**src/rtl/red_pitaya_pid_mimo_seq_if.sv**
```systemverilog
// System bus bundle for red_pitaya_pid_mimo_seq (address/data/strobes and response).
interface red_pitaya_pid_mimo_seq_if;
  logic [31:0] sys_addr;
  logic [31:0] sys_wdata;
  logic [3:0]  sys_sel;
  logic        sys_wen;
  logic        sys_ren;
  logic [31:0] sys_rdata;
  logic        sys_err;
  logic        sys_ack;

  modport master (
    output sys_addr, sys_wdata, sys_sel, sys_wen, sys_ren,
    input  sys_rdata, sys_err, sys_ack
  );

  modport slave (
    input  sys_addr, sys_wdata, sys_sel, sys_wen, sys_ren,
    output sys_rdata, sys_err, sys_ack
  );
endinterface

```
**src/rtl/red_pitaya_pid_mimo_seq.sv**
```systemverilog
// CH x CH MIMO PID controller with one time-multiplexed PID datapath.
// Each output j is the saturated sum over inputs i of PID(pair k = j*CH + i).
// Optional feature macro: PID_DERIV_EN (adds the D term and per-pair err_prev storage).
module red_pitaya_pid_mimo_seq #(
  parameter int unsigned CH  = 2,
  parameter int unsigned DW  = 14,
  parameter int unsigned KW  = 14,
  parameter int unsigned PSR = 12,
  parameter int unsigned ISR = 18,
  parameter int unsigned DSR = 10,
  parameter int unsigned IW  = 32
) (
  input  logic                    clk_i,
  input  logic                    rst_i,
  input  logic                    smp_i,
  input  logic [CH*DW-1:0]        dat_i,
  output logic [CH*DW-1:0]        dat_o,
  output logic                    dat_vld_o,
  output logic                    busy_o,
  red_pitaya_pid_mimo_seq_if.slave bus
);
  localparam int unsigned P   = CH * CH;
  localparam int unsigned KIW = (P > 1) ? $clog2(P) : 1;
  localparam int unsigned CIW = (CH > 1) ? $clog2(CH) : 1;
  localparam int unsigned SW  = DW + $clog2(CH) + 1;

  typedef logic signed [63:0] wide_t;
  localparam wide_t DMax = (wide_t'(1) <<< (DW - 1)) - wide_t'(1);
  localparam wide_t DMin = -(wide_t'(1) <<< (DW - 1));
  localparam wide_t IMax = (wide_t'(1) <<< (IW - 1)) - wide_t'(1);
  localparam wide_t IMin = -(wide_t'(1) <<< (IW - 1));

  typedef enum logic [2:0] {StIdle, StErr, StMul, StAcc, StSat} state_e;

  function automatic logic signed [DW-1:0] sat_dw(input wide_t v);
    if (v > DMax) return DMax[DW-1:0];
    else if (v < DMin) return DMin[DW-1:0];
    else return v[DW-1:0];
  endfunction

  function automatic logic signed [IW-1:0] sat_iw(input wide_t v);
    if (v > IMax) return IMax[IW-1:0];
    else if (v < IMin) return IMin[IW-1:0];
    else return v[IW-1:0];
  endfunction

  // Configuration registers
  logic signed [DW-1:0] sp_q [P];
  logic signed [KW-1:0] kp_q [P];
  logic signed [KW-1:0] ki_q [P];
`ifdef PID_DERIV_EN
  logic signed [KW-1:0] kd_q [P];
`endif
  logic [P-1:0]         irst_q;
  logic                 ovr_q;
  logic [31:0]          rdata_q, rd_d;
  logic                 ack_q;

  // Sequencer and datapath state
  state_e                state_q, state_d;
  logic [KIW-1:0]        k_q;
  logic [CIW-1:0]        in_q, out_q;
  logic signed [DW-1:0]  x_q [CH];
  logic signed [DW:0]    e_q, e_d;
  logic signed [KW-1:0]  cur_kp_q, cur_ki_q;
  logic signed [DW-1:0]  p_q, p_d;
  logic signed [DW+KW:0] pi_q, prod_p, prod_i;
  logic signed [IW-1:0]  acc_q [P];
  logic signed [IW-1:0]  acc_new;
  logic signed [DW-1:0]  i_term, d_term, pid;
  logic signed [SW-1:0]  sum_q [CH];
  logic signed [DW-1:0]  res_q [CH];
  logic                  pend_q, vld_q;
  logic [CH*DW-1:0]      dat_q;
  logic signed [DW-1:0]  x_sel;
`ifdef PID_DERIV_EN
  logic signed [KW-1:0]    cur_kd_q;
  logic signed [DW:0]      eprev_q [P];
  logic signed [DW+1:0]    e_diff;
  logic signed [DW+KW+1:0] prod_d;
  logic signed [DW-1:0]    d_q, d_d;
`endif

  // Bus decode
  logic [15:0]    blk;
  logic [1:0]     off;
  logic           hit;
  logic [KIW-1:0] ksel;
  logic           unused_bus;

  assign busy_o        = (state_q != StIdle) || pend_q;
  assign dat_o         = dat_q;
  assign dat_vld_o     = vld_q;
  assign bus.sys_rdata = rdata_q;
  assign bus.sys_ack   = ack_q;
  assign bus.sys_err   = 1'b0;
  assign unused_bus    = ^{bus.sys_sel, bus.sys_addr[31:20], bus.sys_addr[1:0], bus.sys_wdata};

  // Address decode and read mux
  always_comb begin
    blk  = bus.sys_addr[19:4];
    off  = bus.sys_addr[3:2];
    hit  = (blk != 16'd0) && (32'(blk) <= P);
    ksel = KIW'(blk - 16'd1);
    rd_d = '0;
    if (bus.sys_addr[19:2] == 18'd0) begin
      rd_d = 32'(irst_q);
    end else if (bus.sys_addr[19:2] == 18'd1) begin
      rd_d = {30'd0, busy_o, ovr_q};
    end else if (hit) begin
      unique case (off)
        2'd0:    rd_d = 32'(sp_q[ksel]);
        2'd1:    rd_d = 32'(kp_q[ksel]);
        2'd2:    rd_d = 32'(ki_q[ksel]);
`ifdef PID_DERIV_EN
        default: rd_d = 32'(kd_q[ksel]);
`else
        default: rd_d = '0;
`endif
      endcase
    end
  end

  // Register writes, read capture, ack and sticky overrun
  always_ff @(posedge clk_i or posedge rst_i) begin
    if (rst_i) begin
      for (int unsigned n = 0; n < P; n++) begin
        sp_q[n] <= '0;
        kp_q[n] <= '0;
        ki_q[n] <= '0;
`ifdef PID_DERIV_EN
        kd_q[n] <= '0;
`endif
      end
      irst_q  <= '1;
      ovr_q   <= 1'b0;
      rdata_q <= '0;
      ack_q   <= 1'b0;
    end else begin
      ack_q <= bus.sys_wen | bus.sys_ren;
      if (bus.sys_ren) rdata_q <= rd_d;
      if (bus.sys_wen) begin
        if (bus.sys_addr[19:2] == 18'd0) begin
          irst_q <= bus.sys_wdata[P-1:0];
        end else if (bus.sys_addr[19:2] == 18'd1) begin
          if (bus.sys_wdata[0]) ovr_q <= 1'b0;
        end else if (hit) begin
          unique case (off)
            2'd0:    sp_q[ksel] <= bus.sys_wdata[DW-1:0];
            2'd1:    kp_q[ksel] <= bus.sys_wdata[KW-1:0];
            2'd2:    ki_q[ksel] <= bus.sys_wdata[KW-1:0];
`ifdef PID_DERIV_EN
            default: kd_q[ksel] <= bus.sys_wdata[KW-1:0];
`else
            default: ;
`endif
          endcase
        end
      end
      // A new overrun wins over a same-cycle clear
      if (smp_i && busy_o) ovr_q <= 1'b1;
    end
  end

  // Next-state logic of the pair sequencer
  always_comb begin
    state_d = state_q;
    unique case (state_q)
      StIdle:  if (smp_i && !pend_q) state_d = StErr;
      StErr:   state_d = StMul;
      StMul:   state_d = StAcc;
      StAcc:   state_d = (k_q == KIW'(P - 1)) ? StSat : StErr;
      StSat:   state_d = StIdle;
      default: state_d = StIdle;
    endcase
  end

  // Shared PID arithmetic for the pair currently addressed by k_q
  always_comb begin
    x_sel  = x_q[in_q];
    e_d    = (DW+1)'(sp_q[k_q]) - (DW+1)'(x_sel);
    prod_p = (DW+KW+1)'(e_q) * (DW+KW+1)'(cur_kp_q);
    prod_i = (DW+KW+1)'(e_q) * (DW+KW+1)'(cur_ki_q);
    p_d    = sat_dw(wide_t'(prod_p) >>> PSR);
`ifdef PID_DERIV_EN
    e_diff = (DW+2)'(e_q) - (DW+2)'(eprev_q[k_q]);
    prod_d = (DW+KW+2)'(e_diff) * (DW+KW+2)'(cur_kd_q);
    d_d    = sat_dw(wide_t'(prod_d) >>> DSR);
    d_term = d_q;
`else
    d_term = '0;
`endif
    acc_new = sat_iw(wide_t'(acc_q[k_q]) + wide_t'(pi_q));
    i_term  = irst_q[k_q] ? '0 : sat_dw(wide_t'(acc_new) >>> ISR);
    pid     = sat_dw(wide_t'(p_q) + wide_t'(i_term) + wide_t'(d_term));
  end

  // State register, per-pair pipeline and output stage
  always_ff @(posedge clk_i or posedge rst_i) begin
    if (rst_i) begin
      state_q  <= StIdle;
      k_q      <= '0;
      in_q     <= '0;
      out_q    <= '0;
      e_q      <= '0;
      cur_kp_q <= '0;
      cur_ki_q <= '0;
      p_q      <= '0;
      pi_q     <= '0;
      pend_q   <= 1'b0;
      vld_q    <= 1'b0;
      dat_q    <= '0;
      for (int unsigned c = 0; c < CH; c++) begin
        x_q[c]   <= '0;
        sum_q[c] <= '0;
        res_q[c] <= '0;
      end
      for (int unsigned n = 0; n < P; n++) acc_q[n] <= '0;
`ifdef PID_DERIV_EN
      cur_kd_q <= '0;
      d_q      <= '0;
      for (int unsigned n = 0; n < P; n++) eprev_q[n] <= '0;
`endif
    end else begin
      state_q <= state_d;
      vld_q   <= 1'b0;
      // Output register stage, one cycle after SAT
      if (pend_q) begin
        pend_q <= 1'b0;
        vld_q  <= 1'b1;
        for (int unsigned c = 0; c < CH; c++) dat_q[c*DW +: DW] <= res_q[c];
      end
      unique case (state_q)
        StIdle: begin
          if (smp_i && !pend_q) begin
            for (int unsigned c = 0; c < CH; c++) x_q[c] <= dat_i[c*DW +: DW];
          end
        end
        StErr: begin
          e_q      <= e_d;
          cur_kp_q <= kp_q[k_q];
          cur_ki_q <= ki_q[k_q];
`ifdef PID_DERIV_EN
          cur_kd_q <= kd_q[k_q];
`endif
        end
        StMul: begin
          p_q  <= p_d;
          pi_q <= prod_i;
`ifdef PID_DERIV_EN
          d_q          <= d_d;
          eprev_q[k_q] <= e_q;
`endif
        end
        StAcc: begin
          acc_q[k_q]   <= irst_q[k_q] ? '0 : acc_new;
          sum_q[out_q] <= sum_q[out_q] + SW'(pid);
          if (k_q == KIW'(P - 1)) begin
            k_q   <= '0;
            in_q  <= '0;
            out_q <= '0;
          end else begin
            k_q <= k_q + KIW'(1);
            if (in_q == CIW'(CH - 1)) begin
              in_q  <= '0;
              out_q <= out_q + CIW'(1);
            end else begin
              in_q <= in_q + CIW'(1);
            end
          end
        end
        StSat: begin
          for (int unsigned c = 0; c < CH; c++) begin
            res_q[c] <= sat_dw(wide_t'(sum_q[c]));
            sum_q[c] <= '0;
          end
          pend_q <= 1'b1;
        end
        default: ;
      endcase
    end
  end
endmodule
```
**src/flat_wrapper.sv**
```systemverilog
// flat-port wrapper written by rule: the top's interface ports become plain ports
module red_pitaya_pid_mimo_seq_flat 
#(
  parameter int unsigned CH  = 2,
  parameter int unsigned DW  = 14,
  parameter int unsigned KW  = 14,
  parameter int unsigned PSR = 12,
  parameter int unsigned ISR = 18,
  parameter int unsigned DSR = 10,
  parameter int unsigned IW  = 32
)
  (clk_i, rst_i, smp_i, dat_i, dat_o, dat_vld_o, busy_o, bus_sys_addr, bus_sys_wdata, bus_sys_sel, bus_sys_wen, bus_sys_ren, bus_sys_rdata, bus_sys_err, bus_sys_ack);
  red_pitaya_pid_mimo_seq_if bus_i ();
  input  logic clk_i;
  input  logic rst_i;
  input  logic smp_i;
  input  logic [CH*DW-1:0] dat_i;
  output logic [CH*DW-1:0] dat_o;
  output logic dat_vld_o;
  output logic busy_o;
  input wire logic [$bits(bus_i.sys_addr)-1:0] bus_sys_addr;
  input wire logic [$bits(bus_i.sys_wdata)-1:0] bus_sys_wdata;
  input wire logic [$bits(bus_i.sys_sel)-1:0] bus_sys_sel;
  input wire logic [$bits(bus_i.sys_wen)-1:0] bus_sys_wen;
  input wire logic [$bits(bus_i.sys_ren)-1:0] bus_sys_ren;
  output wire logic [$bits(bus_i.sys_rdata)-1:0] bus_sys_rdata;
  output wire logic [$bits(bus_i.sys_err)-1:0] bus_sys_err;
  output wire logic [$bits(bus_i.sys_ack)-1:0] bus_sys_ack;
  assign bus_i.sys_addr = bus_sys_addr;
  assign bus_i.sys_wdata = bus_sys_wdata;
  assign bus_i.sys_sel = bus_sys_sel;
  assign bus_i.sys_wen = bus_sys_wen;
  assign bus_i.sys_ren = bus_sys_ren;
  assign bus_sys_rdata = bus_i.sys_rdata;
  assign bus_sys_err = bus_i.sys_err;
  assign bus_sys_ack = bus_i.sys_ack;
  red_pitaya_pid_mimo_seq #(.CH(CH), .DW(DW), .KW(KW), .PSR(PSR), .ISR(ISR), .DSR(DSR), .IW(IW)) u_core (.clk_i(clk_i), .rst_i(rst_i), .smp_i(smp_i), .dat_i(dat_i), .dat_o(dat_o), .dat_vld_o(dat_vld_o), .busy_o(busy_o), .bus(bus_i));
endmodule
```
**config.mk**
```make
export PLATFORM = sky130hd
export DESIGN_NAME = red_pitaya_pid_mimo_seq_flat
export DESIGN_NICKNAME = d
export VERILOG_FILES = /design/src/rtl/red_pitaya_pid_mimo_seq_if.sv /design/src/rtl/red_pitaya_pid_mimo_seq.sv /design/src/flat_wrapper.sv
export SDC_FILE = /design/constraint.sdc
export NUM_CORES = 2
export LEC_CHECK = 0
export BUFFER_PORTS_ARGS = -buffer_cell sky130_fd_sc_hd__buf_2
export CORE_MARGIN = 2
export CORE_UTILIZATION = 55
export CTS_CLUSTER_SIZE = 28
export DETAILED_ROUTE_END_ITERATION = 12
export GPL_TIMING_DRIVEN = 0
export PLACE_DENSITY = 0.69
export SYNTH_ARGS = -nofsm -noshare
export SYNTH_HDL_FRONTEND = slang
export SYNTH_SLANG_ARGS = --single-unit
```
**constraint.sdc**
```tcl
create_clock -name clk_i -period 20.5 [get_ports clk_i]
set_input_delay 0 -clock clk_i [delete_from_list [all_inputs] [get_ports clk_i]]
set_output_delay 0 -clock clk_i [all_outputs]
set_load 0.02 [all_outputs]
```
==> results.sh <==
export IMPL_required_ns=20.98
export IMPL_yosys_area_top_type="dfrtp_1"
export IMPL_cp_arrival_ns=12.02
export IMPL_path_buf_inv=7
export IMPL_clk_pin_slew_worst_paths_ns=0.07
export IMPL_hold_viol_final=0
export IMPL_finalWorstPathRequiredPeriod_ns=11.54
export IMPL_synth_edf_count=0
export IMPL_grt_max_degree=128
export IMPL_ff2ff_path_depth=41
export IMPL_layout_commonest_cell="nand2_1"
export IMPL_skew_ns=0.0378
export IMPL_areaGrowthSynthToFinish_pct=10.4
export IMPL_cts_made_buffers=53
export IMPL_syn_inst=3939
export IMPL_cp_max_fo=10
export IMPL_post_cts_resized=0
export IMPL_ctsHoldBuffers=54
export IMPL_fillers=6342
export IMPL_crit_slowest_cell="buf_1"
export IMPL_synthFlopType="dfrtp_1"
export IMPL_ios=165
export IMPL_crit_path_start="u_core.k_q[0]"
export IMPL_synth_top_cell_area_share=0.311
export IMPL_floorplan_initialDensity=0.554
export IMPL_antenna_cells=0
export IMPL_cp_slowest_stage_delay_ns=0.89
export IMPL_p_leak_nw=23.5
export IMPL_cts_buffer_depth=3
export IMPL_vias_per_cell=5.85
export IMPL_dr_pass1_iters=5
export IMPL_finalMaxSlewViolations=0
export IMPL_ys_ff_latch=527
export IMPL_drcViolationCount=0
export IMPL_cts_sinks=527
export IMPL_worstSetupPathDepth=41
export IMPL_tns_ns=0
export IMPL_yosysWarningCount=0
export IMPL_grt_usage=0.299
export IMPL_regArea_mm2=0.0132
export IMPL_clock_latency_ns=0.61
export IMPL_tightest_slew_ns=1.33
export IMPL_antenna_found_initial=3
export IMPL_netlist_area_mm2=0.0420
export IMPL_multiInputGateArea_mm2=0.0262
export IMPL_cts_tree="built"
export IMPL_path_common_cell="a21oi_1"
export IMPL_peakVddDrop_v=0.0000773
export IMPL_die_h_um=280
export IMPL_finalSetupViolCount=0
export IMPL_drt_iter0_drc=2329
export IMPL_layout_drive_gt1_share=0.167
export IMPL_final_util=0.612
export IMPL_place_congestion=0.962
export IMPL_cts_root_buf="clkbuf_16"
export IMPL_r2r_start="u_core.k_q[0]"
export IMPL_relSlewSlack=0.116
export IMPL_core_area_mm2=0.0758
export IMPL_wl_per_cell_um=21.9
export IMPL_synth_area_per_cell_um2=10.7
export IMPL_hp_class="in2async"
export IMPL_ys_async_sr_fraction=1.00
export IMPL_synth_cell_type_count=79
export IMPL_grt_pass1_vias=31374
export IMPL_p_per_area_mw_per_mm2=77.5
export IMPL_synthTopCellsByArea="dfrtp_1 31%, fa_1 20%, mux2_2 7.3%"
export IMPL_dp_hpwl_um=87300
export IMPL_seq_area_frac_synth=0.314
export IMPL_max_cap_violations=0
export IMPL_final_cell_mix="526 x nand2_1, 523 x dfrtp_1, 419 x inv_1"
export IMPL_port_buffers=127
export IMPL_clock_fmax_mhz=86.7
export IMPL_period_share=0.563
export IMPL_htreeDepth=2
export IMPL_rows=101
export IMPL_num_vias=30438
export IMPL_grt_pass1_wl_um=180000
export IMPL_critPathLaunchType="flip-flop"
export IMPL_dieArea_mm2=0.0786
export IMPL_cp_top_family="compound AO/OA/AOI/OAI gates"
export IMPL_ant_nets=0
export IMPL_route_final_wire_length_um=114000
export IMPL_overflow=0
export IMPL_status="completed"
export IMPL_final_nets=4916
export IMPL_synth_nets=4676
export IMPL_crit_type="reg2reg"
export IMPL_rsz0062_at_grt="false"
export IMPL_die_w_um=280
export IMPL_post_cts_buffers=0
export IMPL_crit_path_end_kind="flip-flop"
## synth_stat cells, types with 14 or more instances
cell type and count:
a21o_1 41, a21oi_1 92, a21oi_2 25, and2_1 167, buf_1 28, buf_4 25
clkbuf_1 181, dfrtp_1 523, fa_1 417, ha_1 219, inv_1 420, mux2_2 274
mux2i_1 31, mux4_2 116, nand2_1 526, nand2b_1 48, nand3_1 50, nor2_1 79
nor2b_1 14, nor3_1 15, o21a_1 27, o21ai_0 168, o21ai_1 143, o21bai_1 14
o22ai_1 16, o31ai_1 16, xnor2_1 68, xor2_1 39
## state kept, by name, indices dropped and copies added (netlist names), 15 cells and up
| signal | cells |
|---|---|
| u_core.ki_q | 56 |
| u_core.e_q | 15 |
| u_core.x_q | 28 |
| u_core.pi_q | 29 |
| u_core.sum_q | 32 |
| u_core.sp_q | 56 |
| u_core.kp_q | 56 |
| u_core.dat_o | 28 |
| u_core.acc_q | 128 |
| u_core.res_q | 28 |
## through the flow
step                power, W  cell area, um2  hold WS (ns)  setup WS, ns  std cells
detailed placement   0.00255           44000         0.147          9.04       5048
finish               0.00359           46400        0.0188          8.96       5202
global placement     0.00253           43900         0.233        0.0267       5044
global route         0.00377           46400        0.0717          8.11       5202
floorplan            0.00209           42000         0.109          5.78       3939
CTS                  0.00359           46400       0.00300          8.98       5202
## layer usage
layer / GRT usage / vias up / wire [um]
li1: - / 13568 / -
met2: 0.473 / 1054 / 53600
met3: 0.0514 / 203 / 8100
met1: 0.420 / 15609 / 48500
met5: 0 / - / 23
met4: 0.0983 / 4 / 3860
## where the power goes
part	switching [W]	internal, W
clock network	0.000432	0.000592
logic	0.000891	0.000428
registers	0.0000834	0.00117
total	0.00141	0.00219
## final cells by class
type,count,area share
flip-flops and latches,527,0.284
clock inverters,28,0.00663
repair buffers,185,0.0277
multi-input cells,2743,0.565
clock buffers,72,0.0332
inverters,431,0.0350
well taps,978,0.0264
plain buffers,238,0.0214
## worst reg2reg max path: cells and delay by family (launching register included)
| kind | cells | cell delay [ns] |
|---|---|---|
| compound gates | 25 | 5.57 |
| buf+inv | 7 | 2.64 |
| fa+ha+maj | 5 | 1.61 |
| mux | 1 | 0.63 |
| flops | 1 | 0.40 |
| simple gates | 2 | 0.32 |
| xor+xnor | 1 | 0.24 |
## kinds of logic (layout without fill, tap and decap cells)
kind of cell,Yosys count,in the layout,synth area share
XOR/XNOR,107,107,0.0223
flip-flops,527,527,0.314
AND/OR/NAND/NOR,953,953,0.105
adder cells (fa/ha/maj),636,636,0.264
buffers and inverters,669,954,0.0621
AO/OA/AOI/OAI,625,625,0.0901
multiplexers,421,421,0.143
other,1,1,0.0000892
## path summary, 6_finish.rpt
kind | slack [ns] | end
setup / recovery | 8.96 | u_core.sum_q[14]
hold / removal | 0.02 | u_core.sp_q[15]
setup reg to reg | 8.96 | u_core.sum_q[14]
hold reg to reg | 0.46 | u_core.dat_vld_o
max in group asynchronous | 19.01 | u_core.acc_q[109]
min in group clk_i | 0.04 | u_core.bus.sys_rdata[3]
No activity file was read; power rests on OpenSTA's default activity.
